==> config.mk <==
export PLATFORM = sky130hd
export DESIGN_NAME = muldiv_sequencer
export DESIGN_NICKNAME = d
export VERILOG_FILES = /design/src/rtl/muldiv_sequencer.sv
export SDC_FILE = /design/constraint.sdc
export NUM_CORES = 2
export LEC_CHECK = 0
export ABC_AREA = 0
export CAP_MARGIN = 20
export CORE_AREA = 2 2 365 367
export CTS_CLUSTER_SIZE = 40
export DETAILED_ROUTE_END_ITERATION = 8
export DIE_AREA = 0 0 367 369
export SLEW_MARGIN = 10
export SYNTH_ARGS = -nofsm -noshare
export SYNTH_HDL_FRONTEND = slang
export SYNTH_SLANG_ARGS = --single-unit
==> constraint.sdc <==
create_clock -name CLK -period 8.2 [get_ports CLK]
set_input_delay 0.82 -clock CLK [delete_from_list [all_inputs] [get_ports CLK]]
set_output_delay 0.82 -clock CLK [all_outputs]
set_load 0.01 [all_outputs]
==> src/rtl/muldiv_sequencer.sv <==
// muldiv_sequencer: multi-cycle RV32M multiply/divide unit.
//   Multiplies take one MUL cycle. Divides run 32 restoring radix-2 iterations
//   on operand magnitudes, then sign-correct the result on the way into DONE.
//   A zero divisor and signed overflow skip the iterations and finish at once.
// Ports:
//   CLK, RESET        rising-edge clock, synchronous active-high reset
//   START, FUNCT3     operation request (sampled in IDLE/DONE) and RV32M funct3
//   OPERAND1/2        rs1 / rs2, latched on the accepting edge
//   FLUSH             abort any in-flight operation, RESULT untouched
//   BUSY              high while in MUL or DIV (pipeline stall)
//   RESULT_VALID      one-cycle pulse in DONE
//   RESULT            registered result, changes only on entry to DONE
module muldiv_sequencer (
  input  logic        CLK,
  input  logic        RESET,
  input  logic        START,
  input  logic [2:0]  FUNCT3,
  input  logic [31:0] OPERAND1,
  input  logic [31:0] OPERAND2,
  input  logic        FLUSH,
  output logic        BUSY,
  output logic        RESULT_VALID,
  output logic [31:0] RESULT
);

  typedef enum logic [1:0] {S_IDLE, S_MUL, S_DIV, S_DONE} state_t;

  state_t      state_q, state_d;
  // funct3[2] only steers the accept decision, so just the low bits are kept:
  // mul: 00 MUL, 01 MULH, 10 MULHSU, 11 MULHU; div: bit0 unsigned, bit1 rem.
  logic [1:0]  f3_q, f3_d;
  logic [31:0] op1_q, op1_d;
  logic [31:0] op2_q, op2_d;
  logic [31:0] rem_q, rem_d;
  logic [31:0] quot_q, quot_d;
  logic [31:0] dvsr_q, dvsr_d;
  logic [4:0]  cnt_q, cnt_d;
  logic [31:0] result_q, result_d;

  // Multiplier: sign-extend to 64 bits; the low 64 bits of the product are
  // correct for any signedness mix.
  logic        mul_s1, mul_s2;
  logic [63:0] mul_a, mul_b, prod;
  assign mul_s1 = ~(f3_q[1] & f3_q[0]);
  assign mul_s2 = (f3_q == 2'b01);
  assign mul_a  = {{32{mul_s1 & op1_q[31]}}, op1_q};
  assign mul_b  = {{32{mul_s2 & op2_q[31]}}, op2_q};
  assign prod   = mul_a * mul_b;

  // One restoring iteration: 33-bit shifted remainder vs zero-extended divisor.
  logic [32:0] rem_sh, rem_df;
  logic        rem_ge;
  logic [31:0] rem_n, quot_n, q_fix, r_fix;
  assign rem_sh = {rem_q, quot_q[31]};
  assign rem_df = rem_sh - {1'b0, dvsr_q};
  assign rem_ge = ~rem_df[32];
  assign rem_n  = rem_ge ? rem_df[31:0] : rem_sh[31:0];
  assign quot_n = {quot_q[30:0], rem_ge};
  assign q_fix  = (!f3_q[0] && (op1_q[31] ^ op2_q[31])) ? (~quot_n + 32'd1) : quot_n;
  assign r_fix  = (!f3_q[0] && op1_q[31]) ? (~rem_n + 32'd1) : rem_n;

  // Magnitudes of the incoming operands for signed divides.
  logic        in_sgn;
  logic [31:0] abs1, abs2;
  assign in_sgn = ~FUNCT3[0];
  assign abs1   = (in_sgn && OPERAND1[31]) ? (~OPERAND1 + 32'd1) : OPERAND1;
  assign abs2   = (in_sgn && OPERAND2[31]) ? (~OPERAND2 + 32'd1) : OPERAND2;

  always_comb begin
    state_d  = state_q;
    f3_d     = f3_q;
    op1_d    = op1_q;
    op2_d    = op2_q;
    rem_d    = rem_q;
    quot_d   = quot_q;
    dvsr_d   = dvsr_q;
    cnt_d    = cnt_q;
    result_d = result_q;
    case (state_q)
      S_IDLE, S_DONE: begin
        state_d = S_IDLE;
        if (START) begin
          f3_d  = FUNCT3[1:0];
          op1_d = OPERAND1;
          op2_d = OPERAND2;
          if (!FUNCT3[2]) begin
            state_d = S_MUL;
          end else if (OPERAND2 == 32'd0) begin
            state_d  = S_DONE;
            result_d = FUNCT3[1] ? OPERAND1 : 32'hFFFF_FFFF;
          end else if (!FUNCT3[0] && OPERAND1 == 32'h8000_0000 &&
                       OPERAND2 == 32'hFFFF_FFFF) begin
            state_d  = S_DONE;
            result_d = FUNCT3[1] ? 32'd0 : 32'h8000_0000;
          end else begin
            state_d = S_DIV;
            rem_d   = 32'd0;
            quot_d  = abs1;
            dvsr_d  = abs2;
            cnt_d   = 5'd31;
          end
        end
      end
      S_MUL: begin
        state_d  = S_DONE;
        result_d = (f3_q == 2'b00) ? prod[31:0] : prod[63:32];
      end
      S_DIV: begin
        rem_d  = rem_n;
        quot_d = quot_n;
        if (cnt_q == 5'd0) begin
          state_d  = S_DONE;
          result_d = f3_q[1] ? r_fix : q_fix;
        end else begin
          cnt_d = cnt_q - 5'd1;
        end
      end
      default: state_d = S_IDLE;
    endcase
    // Flush wins over START and any completion: no DONE, result held.
    if (FLUSH) begin
      state_d  = S_IDLE;
      result_d = result_q;
    end
  end

  always_ff @(posedge CLK) begin
    if (RESET) begin
      state_q  <= S_IDLE;
      f3_q     <= 2'd0;
      op1_q    <= 32'd0;
      op2_q    <= 32'd0;
      rem_q    <= 32'd0;
      quot_q   <= 32'd0;
      dvsr_q   <= 32'd0;
      cnt_q    <= 5'd0;
      result_q <= 32'd0;
    end else begin
      state_q  <= state_d;
      f3_q     <= f3_d;
      op1_q    <= op1_d;
      op2_q    <= op2_d;
      rem_q    <= rem_d;
      quot_q   <= quot_d;
      dvsr_q   <= dvsr_d;
      cnt_q    <= cnt_d;
      result_q <= result_d;
    end
  end

  assign BUSY         = (state_q == S_MUL) || (state_q == S_DIV);
  assign RESULT_VALID = (state_q == S_DONE);
  assign RESULT       = result_q;

endmodule

# --- Yosys cells after proc, flatten, opt, wreduce, memory -nomap -nowiden ---
# Index checks and enable logic that the tools add are counted.
totals:
  out_inout_bits: 34
  register_bits: 201
  input_bits: 71
classes:
  mux: 37
  mul: 1
  addsub: 6
  n_eq_ne: 13
  n_bitwise: 14
  n_reduce_logical: 21
op_table:
  columns: ["cell", "count"]
  rows:
  - ["$mux W32", 22]
  - ["$add A32 B1 Y32 const B", 4]
  - ["$not A32 Y32", 4]
  - ["$pmux W32 S2", 2]
  - ["$pmux W32 S3", 1]
  - ["$eq A32 B32 Y1 const B", 2]
  - ["$mul A33 B33 Y64", 1]
  - ["$sub A33 B32 Y33", 1]
  - ["$logic_not A32 Y1", 1]
  - ["$mux W5", 5]
  - ["$reduce_and A5 Y1", 3]
  - ["$ne A2 B2 Y1 const B", 6]
  - ["$pmux W5 S2", 1]
  - ["$logic_and A1 B1 Y1", 6]
  - ["$mux W2", 3]
  - ["$not A1 Y1", 6]
  - ["$pmux W2 S3", 1]
  - ["$reduce_and A6 Y1", 1]
  - ["$logic_not A5 Y1", 1]
  - ["$sub A5 B1 Y5 const B", 1]
  - ["$eq A2 B1 Y1 const B", 2]
  - ["$eq A2 B2 Y1 const B", 2]
  - ["$logic_not A2 Y1", 2]
  - ["$reduce_or A2 Y1", 2]
  - ["other kinds (8)", 12]

# --- Depth between registers and ports, before layout ---
logic_depth:
  depth_word: 8
  depth_mapped: 32
  depth_no_buf: 29

# --- Worst setup path after synthesis ---
# No wires, ideal clock.
synth_path:
  kind: "reg-to-reg"
  startpoint: "reg op1_q[31]"
  endpoint: "reg result_q[31], in the netlist RESULT[31]"
  setup_time_ns: 0.087
  arrival_time_ns: 8.354
  slack_ns: -0.241
  synth_period_minus_slack_ns: 8.441
  stages_incl_launch_ff: 31
  path_cell_list: "dfxtp_1 -> clkbuf_1 -> a21boi_0 -> clkbuf_1 -> nand2_1 -> inv_1 -> fa_1 -> inv_1 -> fa_1 -> inv_1 -> fa_1 -> fa_1 -> inv_1 -> fa_1 -> inv_1 -> fa_1 -> inv_1 -> fa_1 -> fa_1 -> inv_1 -> ha_1 -> clkbuf_1 -> nand2_1 -> nor4_1 -> o31ai_1 -> a21o_1 -> a31oi_1 -> or4bb_1 -> o311ai_0 -> a32oi_1 -> o31ai_1"
synth_between:
  elab_chain_len: 6
  elab_cells_between_ends: 11
  cone_classes: "1 x mul; 6 x mux; 2 x bitwise; 2 x reduce/logical"
synth_rtl:
  columns: ["element", "line_no", "rtl"]
  rows:
  - ["start, declared", "32", "logic [31:0] op1_q, op1_d;"]
  - ["start signal, assigned", "141", "op1_q <= op1_d;"]
  - ["branches (longest 5 deep; another with $mul A33 B33 Y64)", null, null]
  - ["$pmux W32 S3 *", "79", "case (state_q)"]
  - ["end signal, assigned", "147", "result_q <= result_d;"]
  - ["end, declared", "38", "logic [31:0] result_q, result_d;"]
# Mark *: on every way between the ends. The select of a mux whose other input is x is not followed.
# A chain may end at the register's enable or synchronous reset.

# --- Final worst setup path ---
layout_path:
  startpoint: "reg op1_q[18]"
  endpoint: "reg result_q[28], in the netlist RESULT[28]"
layout_between:
  elab_chain_len: 3
layout_rtl:
  columns: ["element", "line_no", "rtl"]
  rows:
  - ["$mul A33 B33 Y64", "48", "assign prod = mul_a * mul_b;"]
  - ["$mux W32", "106", "result_d = (f3_q == 2'b00) ? prod[31:0] : prod[63:32];"]
  - ["$pmux W32 S3", "79", null]
# No other way between the ends.

==> metrics.csv <==
metric,value,unit
status,"finished, final reports clean",
maxCapViolations,0,
max_freq,124,MHz
grt_max_degree,82,
finalHoldViolCount,0,
final_area,59500,um2
synth_seq_cells,201,
vias,43500,
synth_top_area_share,43.1,%
viasPerCell,5.34,
start_util,39.9,%
nFillCells,13000,
worst-endpoint-required,8.68,ns
ys.flop_type,dfxtp_1,
setup_viol,0,
drt_iter0_markers,3340,
die_h,369,um
tightest_slew,1.13,ns
fin_nets,7813,
synth_largest_area_cell,fa_1,
dr.pass1.iters,6,
p_per_area,125,nW/um2
synth_edf_count,0,
hp-class,flip-flop to flip-flop,
clock-sinks,201,
critPathArrivalTime,8.53,ns
final.min_clock_period,8.05,ns
post_dp_cell_area,57300,um2
mostFrequentLayoutCells,"inv_1, fa_1, nand2_1",
rows,133,
dieArea,135000,um2
final_common_cell,inv_1,
numCtsBuffers,26,
clockRootBuffer,clkbuf_16,
async_flop_share,0,%
ys_seq_area_share,7.69,%
ys_warn_count,0,
overflow,0,
syn_inst,6228,
ios,105,
cts_hold_buffers,0,
drtAntennaViolNets,0,
worstSetupStartpointType,flip-flop,
drive_gt1_share,8.93,%
cp_common_cell,fa_1,
clock_latency,0.57,ns
clock_skew,0.0265,ns
rsz0062_at_grt,true,
avgRoutedWirePerCell,21.3,um
grt_pass1_vias,45100,
place_congestion,0.952,
grt_first_pass_wirelength,266000,um
max_stage_delay,0.57,ns
syn2layout_area_growth,13.7,%
ir_worst_vdd,123,uV
synth_nets,7680,
dp_hpwl,137000,um
routed_wl,173000,um
drcViolationCount,0,
cts.path.max_buffers,3,
netlist_area,52300,um2
drv_slew,0,
period_share,98.1,%
synth_area_leaders,"fa_1, inv_1, dfxtp_1",
antenna_found_initial,2,
max_slew_margin,24.4,%
crit_path_max_fanout,16,
portBuffers,104,
grt.total_usage,25.0,%
cp-end-kind,flip-flop,
h-tree-depth,1,
cp_slowest_cell,fa_1,
cts_tree,yes,
syn_area_per_cell,8.40,um2
leakage,26.5,nW
path_class,flip-flop to flip-flop,
synth_cell_type_count,96,
finalSetupTns,0,ns
clk_pin_slew,0.06,ns
die_x,367,um
core,131000,um2
[per-layer routing]
layer / vias to the layer above / GRT usage [%] / part of all wire, %
met4: 0 / 6.71 / 3.3
met2: 1486 / 42.6 / 48
met1: 22400 / 34.1 / 42
met3: 266 / 2.27 / 5.9
li1: 19300 / - / -
met5: - / 0.142 / 0
[kinds of logic (layout without fill, tap and decap cells)]
family	Yosys count	in the layout	synth area share [%]
and+or+nand+nor	1949	1949	16.9
buffers and inverters	1646	1798	12.0
adders and majority gates	1381	1381	49.2
AOI/OAI and AO/OA	817	817	10.2
DFF	201	201	7.69
xor gates and xnor gates	198	198	3.32
muxes	36	36	0.703
other	0	2	0
[worst paths after layout]
| check | from | to | slack [ns] | cells past startpoint |
|---|---|---|---|---|
| worst max-delay path | op1_q[18] | RESULT[28] | 0.15 | 29 |
| worst max register to register | op1_q[18] | RESULT[28] | 0.15 | 29 |
| worst min register to register | dvsr_q[0] | dvsr_q[0] | 0.46 | 2 |
| worst min-delay path | dvsr_q[0] | dvsr_q[0] | 0.46 | 2 |
[worst max-delay path: cells and delay by family, from the launching register on]
kind            cells  cell delay, ns
fa+ha+maj           9            4.25
compound gates     10            1.72
buf+inv             8            0.92
xor+xnor            1            0.51
flops               1            0.37
simple gates        1            0.17
[flip-flops by register name, summed over array words and instances (netlist names), 5 cells and up]
| register | cells |
|---|---|
| op1_q | 32 |
| quot_q | 32 |
| cnt_q | 5 |
| RESULT | 32 |
| op2_q | 32 |
| dvsr_q | 32 |
| rem_q | 32 |
[area by class of cell]
class | count | area, um2 | share of cell area (%)
well taps | 1755 | 2200 | 3.69
repair buffers | 483 | 5030 | 8.46
diodes | 2 | 5.00 | 0.00841
multi-input cells | 4381 | 42500 | 71.5
clock inverters | 6 | 105 | 0.177
inverters | 1268 | 4770 | 8.02
flip-flops and latches | 201 | 4080 | 6.85
clock buffers | 41 | 788 | 1.33
[through the flow]
stage          power, mW  hold slack [ns]  utilization (%)  cells  setup slack (ns)
3_5_place_dp        5.95            0.453             43.7   8036            -0.110
3_3_place_gp        5.92            0.449             43.7   8036           -0.0286
5_1_grt             7.97            0.483             45.4   8135            -0.107
4_1_cts             7.23            0.460             44.4   8083          -0.00933
6_report            7.46            0.463             45.4   8137             0.153
2_1_floorplan       3.95            0.436                -   6228            0.0608
[power by group]
| group | internal, mW | switching [mW] |
|---|---|---|
| clock network | 0.749 | 0.498 |
| logic | 2.03 | 3.09 |
| registers | 1.03 | 0.0633 |
| total | 3.81 | 3.65 |
[synth_stat cells (12+ instances only)]
cell type	number
xnor2_1	111
a31oi_1	33
a211oi_1	50
dfxtp_1	201
clkbuf_1	342
and2_1	305
and3_1	14
o21ai_0	132
inv_1	1266
a311oi_1	17
a21oi_1	275
nand2_1	1053
nor4_1	16
ha_1	255
nor3_1	64
nand3_1	51
xor2_1	87
nor2_1	280
a22oi_1	18
a221oi_1	31
o211ai_1	17
o21bai_1	14
o31ai_1	34
or4_1	12
buf_2	26
nand4_1	33
a21o_1	44
or3_1	31
a2111oi_0	15
nand2b_1	26
nor2b_1	18
mux2i_1	30
fa_1	1126
o21a_1	24
[repair_timing]
item,in CTS,in global routing
pin swaps,0,56
resized for setup,3,153
endpoints found under the setup margin,6,26
cloned,0,12
setup buffers,0,41
Power figures use the tool's default switching activity.
